File: src/rtl/adder_accum_ctrl_if.sv
// Bus between the accumulator controller, the switch/button panel and the adder.
// Carries panel inputs (SW, Run, ClearA_LoadB, Sub), adder operands/result and status outputs.
// slave = the controller itself, master = whatever drives the panel and supplies the adder.
interface adder_accum_ctrl_if #(
  parameter int WIDTH = 16
);
  // panel side
  logic [WIDTH-1:0] SW;
  logic             Run;
  logic             ClearA_LoadB;
  logic             Sub;
  // adder side
  logic [WIDTH-1:0] add_a;
  logic [WIDTH-1:0] add_b;
  logic             add_cin;
  logic [WIDTH-1:0] add_s;
  logic             add_cout;
  // results / status
  logic [WIDTH-1:0] Acc;
  logic [WIDTH-1:0] Breg;
  logic             Cout_flag;
  logic             Ovf_flag;
  logic             Busy;
  logic             Done;

  modport master (
    output SW, Run, ClearA_LoadB, Sub, add_s, add_cout,
    input  add_a, add_b, add_cin, Acc, Breg, Cout_flag, Ovf_flag, Busy, Done
  );

  modport slave (
    input  SW, Run, ClearA_LoadB, Sub, add_s, add_cout,
    output add_a, add_b, add_cin, Acc, Breg, Cout_flag, Ovf_flag, Busy, Done
  );
endinterface

File: src/rtl/adder_accum_ctrl.sv
// Accumulator front-end for an external combinational adder: A <= A +/- B on each Run press.
// Latency: ADD_LAT cycles from the Run rising edge to Acc/Done update.
// No backpressure: Run edges, ClearA_LoadB and SW are ignored while Busy.
//
// Ports: Clk, Reset (async, active low) plain; everything else on bus (slave modport):
//   SW/Run/ClearA_LoadB/Sub panel inputs, add_a/add_b/add_cin operands to the adder,
//   add_s/add_cout adder result, Acc/Breg/Cout_flag/Ovf_flag/Busy/Done status.
module adder_accum_ctrl #(
  parameter int ADD_LAT = 2,   // settle cycles, 1..15
  parameter int WIDTH   = 16
) (
  input  logic              Clk,
  input  logic              Reset,
  adder_accum_ctrl_if.slave bus
);

  typedef enum logic {
    IDLE   = 1'b0,
    SETTLE = 1'b1
  } state_t;

  localparam logic [3:0] CNT_INIT = 4'(ADD_LAT - 1);

  state_t           state;
  state_t           state_nxt;
  logic [3:0]       cnt;
  logic             run_q;
  logic             start;
  logic             capture;
  logic             do_load;
  logic             do_launch;
  logic             busy_c;

  logic [WIDTH-1:0] acc;
  logic [WIDTH-1:0] breg;
  logic [WIDTH-1:0] op_a;
  logic [WIDTH-1:0] op_b;
  logic             op_cin;
  logic             cout_flag;
  logic             ovf_flag;
  logic             done;

  // run_q resets high so a Run held through reset release is not seen as an edge.
  assign start   = bus.Run & ~run_q;
  assign capture = (state == SETTLE) && (cnt == 4'd0);

  // ---------------- state register ----------------
  always_ff @(posedge Clk or negedge Reset) begin
    if (!Reset) begin
      state <= IDLE;
    end else begin
      state <= state_nxt;
    end
  end

  // ---------------- next-state logic ----------------
  always_comb begin
    state_nxt = state;
    case (state)
      IDLE:    if (!bus.ClearA_LoadB && start) state_nxt = SETTLE;
      SETTLE:  if (cnt == 4'd0)                state_nxt = IDLE;
      default: state_nxt = IDLE;
    endcase
  end

  // ---------------- output / action decode ----------------
  // Clear/load wins over a coincident start; that start is simply lost.
  always_comb begin
    busy_c    = 1'b0;
    do_load   = 1'b0;
    do_launch = 1'b0;
    case (state)
      IDLE: begin
        if (bus.ClearA_LoadB) do_load   = 1'b1;
        else if (start)       do_launch = 1'b1;
      end
      SETTLE:  busy_c = 1'b1;
      default: busy_c = 1'b0;
    endcase
  end

  // ---------------- datapath registers ----------------
  always_ff @(posedge Clk or negedge Reset) begin
    if (!Reset) begin
      run_q     <= 1'b1;
      cnt       <= 4'd0;
      acc       <= '0;
      breg      <= '0;
      op_a      <= '0;
      op_b      <= '0;
      op_cin    <= 1'b0;
      cout_flag <= 1'b0;
      ovf_flag  <= 1'b0;
      done      <= 1'b0;
    end else begin
      run_q <= bus.Run;
      done  <= 1'b0;

      if (do_load) begin
        acc       <= '0;
        breg      <= bus.SW;
        cout_flag <= 1'b0;
        ovf_flag  <= 1'b0;
      end

      // Subtract is A + ~B + 1; operands stay frozen for the whole settle window.
      if (do_launch) begin
        op_a   <= acc;
        op_b   <= bus.Sub ? ~breg : breg;
        op_cin <= bus.Sub;
        cnt    <= CNT_INIT;
      end

      if (state == SETTLE && cnt != 4'd0) begin
        cnt <= cnt - 4'd1;
      end

      // Overflow uses the launched (possibly inverted) B, so one rule covers add and sub.
      if (capture) begin
        acc       <= bus.add_s;
        cout_flag <= bus.add_cout;
        ovf_flag  <= (op_a[WIDTH-1] == op_b[WIDTH-1]) &&
                     (bus.add_s[WIDTH-1] != op_a[WIDTH-1]);
        done      <= 1'b1;
      end
    end
  end

  assign bus.add_a     = op_a;
  assign bus.add_b     = op_b;
  assign bus.add_cin   = op_cin;
  assign bus.Acc       = acc;
  assign bus.Breg      = breg;
  assign bus.Cout_flag = cout_flag;
  assign bus.Ovf_flag  = ovf_flag;
  assign bus.Busy      = busy_c;
  assign bus.Done      = done;

endmodule

File: src/flat_wrapper.sv
// flat-port wrapper written by rule: the top's interface ports become plain ports
module adder_accum_ctrl_flat 
#(
  parameter int ADD_LAT = 2,                          
  parameter int WIDTH   = 16
)
  (Clk, Reset, bus_SW, bus_Run, bus_ClearA_LoadB, bus_Sub, bus_add_s, bus_add_cout, bus_add_a, bus_add_b, bus_add_cin, bus_Acc, bus_Breg, bus_Cout_flag, bus_Ovf_flag, bus_Busy, bus_Done);
  adder_accum_ctrl_if #(.WIDTH(WIDTH)) bus_i ();
  input  logic Clk;
  input  logic Reset;
  input wire logic [$bits(bus_i.SW)-1:0] bus_SW;
  input wire logic [$bits(bus_i.Run)-1:0] bus_Run;
  input wire logic [$bits(bus_i.ClearA_LoadB)-1:0] bus_ClearA_LoadB;
  input wire logic [$bits(bus_i.Sub)-1:0] bus_Sub;
  input wire logic [$bits(bus_i.add_s)-1:0] bus_add_s;
  input wire logic [$bits(bus_i.add_cout)-1:0] bus_add_cout;
  output wire logic [$bits(bus_i.add_a)-1:0] bus_add_a;
  output wire logic [$bits(bus_i.add_b)-1:0] bus_add_b;
  output wire logic [$bits(bus_i.add_cin)-1:0] bus_add_cin;
  output wire logic [$bits(bus_i.Acc)-1:0] bus_Acc;
  output wire logic [$bits(bus_i.Breg)-1:0] bus_Breg;
  output wire logic [$bits(bus_i.Cout_flag)-1:0] bus_Cout_flag;
  output wire logic [$bits(bus_i.Ovf_flag)-1:0] bus_Ovf_flag;
  output wire logic [$bits(bus_i.Busy)-1:0] bus_Busy;
  output wire logic [$bits(bus_i.Done)-1:0] bus_Done;
  assign bus_i.SW = bus_SW;
  assign bus_i.Run = bus_Run;
  assign bus_i.ClearA_LoadB = bus_ClearA_LoadB;
  assign bus_i.Sub = bus_Sub;
  assign bus_i.add_s = bus_add_s;
  assign bus_i.add_cout = bus_add_cout;
  assign bus_add_a = bus_i.add_a;
  assign bus_add_b = bus_i.add_b;
  assign bus_add_cin = bus_i.add_cin;
  assign bus_Acc = bus_i.Acc;
  assign bus_Breg = bus_i.Breg;
  assign bus_Cout_flag = bus_i.Cout_flag;
  assign bus_Ovf_flag = bus_i.Ovf_flag;
  assign bus_Busy = bus_i.Busy;
  assign bus_Done = bus_i.Done;
  adder_accum_ctrl #(.ADD_LAT(ADD_LAT), .WIDTH(WIDTH)) u_core (.Clk(Clk), .Reset(Reset), .bus(bus_i));
endmodule
File: config.mk
export PLATFORM = sky130hd
export DESIGN_NAME = adder_accum_ctrl_flat
export DESIGN_NICKNAME = d
export VERILOG_FILES = /design/src/rtl/adder_accum_ctrl_if.sv /design/src/rtl/adder_accum_ctrl.sv /design/src/flat_wrapper.sv
export SDC_FILE = /design/constraint.sdc
export NUM_CORES = 1
export LEC_CHECK = 0
export BUFFER_PORTS_ARGS = -buffer_cell sky130_fd_sc_hd__buf_2
export CORE_ASPECT_RATIO = 1.25
export CORE_UTILIZATION = 50
export CTS_CLUSTER_DIAMETER = 40
export DETAILED_ROUTE_END_ITERATION = 10
export HOLD_SLACK_MARGIN = 0.15
export PLACE_DENSITY = 0.83
export SETUP_SLACK_MARGIN = 0.1
export SYNTH_ARGS = -nofsm -noshare
export SYNTH_HDL_FRONTEND = slang
export SYNTH_SLANG_ARGS = --single-unit
File: constraint.sdc
create_clock -name Clk -period 1.9 [get_ports Clk]
set_input_delay 0.285 -clock Clk [delete_from_list [all_inputs] [get_ports Clk]]
set_output_delay 0.285 -clock Clk [all_outputs]
set_load 0.01 [all_outputs]
==> out/results.ini <==
[run_status]
status = complete, no violations

[hold_path]
hp-class = in -> reg

[sta]
hold_viol = 0
clock.fmax_ghz = 0.588
period_share_pct = 89.5
slew_headroom_pct = 65.9
rsz0062_at_grt = false
layout_min_cycle_time_ns = 1.70
tightest_slew_ns = 0.512
slew_viol_final = 0
setup_tns_ns = 0
finalClockSkew_ns = 0.00751
setup_viol = 0

[final_layout]
multi_input_area_um2 = 1130
area_growth_pct = 30.4
nets = 448
n_antenna_cell = 0
nFillCells = 449
drive_gt1_share_pct = 40.6
final_cells = 496
seq_area_um2 = 1850

[yosys]
synth_cell_types = 28
synth_xor_area_share_pct = 4.49
synth_fa_ha_area_share_pct = 0.400
synth.area.mux_share_pct = 6.13
synthFlopType = dfrtp_1
netlist_top_cells_count = nand2_1, dfrtp_1, o21ai_0
synth_top_area_share_pct = 58.5
synth_seq_cells = 74
synth_nets = 325
yosysTopAreaCell = dfrtp_1
synth-seq-area-share_pct = 59.3
synth_area_per_cell_um2 = 10.9
synth_edf_count = 0
yosys.area_share.simple_pct = 15.6
synth_cells = 286
yosysMostFrequentCell = nand2_1
synth_warnings = 0
synth_area_um2 = 3120
synth_top_cells_by_area = dfrtp_1, nand2_1, mux2_2
synth_compound_area_share_pct = 8.89
synth_top_family_by_area = simple AND/OR/NAND/NOR gates
async_reset_ff_share_pct = 100

[power]
ir_drop_mv = 0.904
power_frac_comb_pct = 37.8
p_seq_share_pct = 44.3
leakage_uw = 0.00210
power_density_nw_per_um2 = 1500
clock_power_share_pct = 17.9
p_sw_uw = 2310
p_int_uw = 3820
switching_share_pct = 37.6

[route]
drt_iter0_markers = 132
ant_nets = 0
vias_per_cell = 4.88
firstDrtPassIters = 4
drt-total-wl_mm = 6.62
drcViolationCount = 0
wl_per_cell_um = 13.3
vias = 2419

[placement]
placed_cells = 464
gp_congestion = 0.713
dp_hpwl_mm = 4.58
port_buffers = 106

[floorplan]
start_util_pct = 53.0
die_y_um = 90.4
io_pins = 107
die_area_um2 = 6570
die_w_um = 72.7
num_rows = 31
core_area_um2 = 5900

[global_route]
grt_pass1_vias = 2450
grt_util_all_layers_pct = 22.4
grt_pass1_wl_mm = 11.3
antenna_found_initial = 0
grt_max_degree = 41
grt_overflow = 0

[cts]
clkTransAtPathRegs_ns = 0.08
root_buffer = clkbuf_8
clock_latency_ns = 0.34
cts_tree = done
clock-sinks = 74
cts_hold_buf = 16
cts_setup_buffers = 0
clockBufferDepth = 2
cts-htree-levels = 3
cts_resized = 0
numCtsBuffers = 9

[worst_setup_path]
worstSetupStartpoint = bus_Run
critPathRequiredTime_ns = 2.19
r2r_start = u_core.state
endpoint = u_core.cnt[0]
r2r-end = u_core.cnt[0]
reg2reg_depth = 4
critPathMaxFanout = 15
cp.arrival_ns = 1.99
reg2reg_slack_ns = 0.34
end_kind = flip-flop
start_kind = primary input
critPathKind = in -> reg

[run]
max_cap_viol_count = 0

critical path, cell delays in order:
cell and delay, ns:
dlygate4sd3_1 0.53, buf_2 0.12, or4b_4 0.59, buf_4 0.24, o21ai_2 0.07, mux2_2 0.15
metal layers:
layer / wire, µm / up-vias / GRT usage, %
li1: - / 1181 / -
met4: 150 / 0 / 9.64
met1: 2770 / 1125 / 27.2
met2: 3240 / 100 / 36.5
met3: 457 / 13 / 6.47
met5: 0 / - / 0
state kept, by name, summed over array words and instances (netlist names), 4 cells and up:
register          count
u_core.bus.add_b     16
u_core.bus.Breg      16
u_core.cnt            4
u_core.bus.add_a     16
u_core.bus.Acc       16
how the worst min path moves through the flow:
| stage | slack [ns] | cells after the start | end | startpoint |
|---|---|---|---|---|
| final | 0.17 | 3 | u_core.bus.Acc[7] | bus_add_s[7] |
| after floorplan | -0.01 | 0 | u_core.bus.Acc[0] | Reset |
| after CTS | 0.15 | 2 | u_core.bus.Breg[4] | bus_SW[4] |
| after detailed placement | 0.29 | 1 | u_core.bus.add_a[3] | Reset |
| after global placement | 0.29 | 1 | u_core.bus.add_a[3] | Reset |
| after global routing | 0.16 | 2 | u_core.bus.Breg[9] | bus_SW[9] |
power groups by stage:
stage / combinational (µW) / clock (µW) / sequential, µW
after floorplan: 1080 / 0 / 2970
after global placement: 2230 / 0 / 2700
after detailed placement: 2310 / 0 / 2740
after CTS: 2350 / 1140 / 2720
after global routing: 2580 / 1200 / 2810
final: 2320 / 1100 / 2720
cell usage in the layout (no fill, tap or decap), types with 2 or more instances in the layout:
master and instances:
o21ai_0 21, buf_12 3, mux2_2 17, o21ai_2 17, buf_4 6, nor3b_1 2
xnor2_1 16, clkbuf_8 10, clkinv_4 2, nand2b_1 2, dfrtp_1 73, inv_1 4
dlygate4sd3_1 16, buf_2 105, nand2_1 103
logic make-up (layout without fill, tap and decap cells):
logic type | Yosys count | after routing
flops | 74 | 74
xor+xnor | 16 | 16
fa+ha+maj | 1 | 1
buf+inv | 22 | 150
compound gates | 41 | 41
mux | 17 | 17
simple gates | 115 | 115
area by class of cell:
class | instances | share of cell area (%)
Sequential cell | 74 | 45.5
Multi-Input combinational cell | 190 | 27.8
Timing Repair Buffer | 130 | 19.4
Clock buffer | 11 | 3.47
Tap cell | 82 | 2.52
Clock inverter | 5 | 0.952
Inverter | 4 | 0.368
through the flow:
step / setup WS [ns] / util [%] / hold slack, ns / area [µm²] / total power, µW
global route: 0.149 / 69.1 / 0.160 / 4080 / 6580
finish: 0.200 / 69.1 / 0.170 / 4080 / 6130
floorplan: 0.309 / - / -0.0106 / 3120 / 4040
detailed placement: 0.343 / 63.3 / 0.292 / 3730 / 5060
global placement: 0.361 / 63.3 / 0.287 / 3730 / 4930
CTS: 0.217 / 69.1 / 0.153 / 4080 / 6200
(Power assumes the default switching activity.)
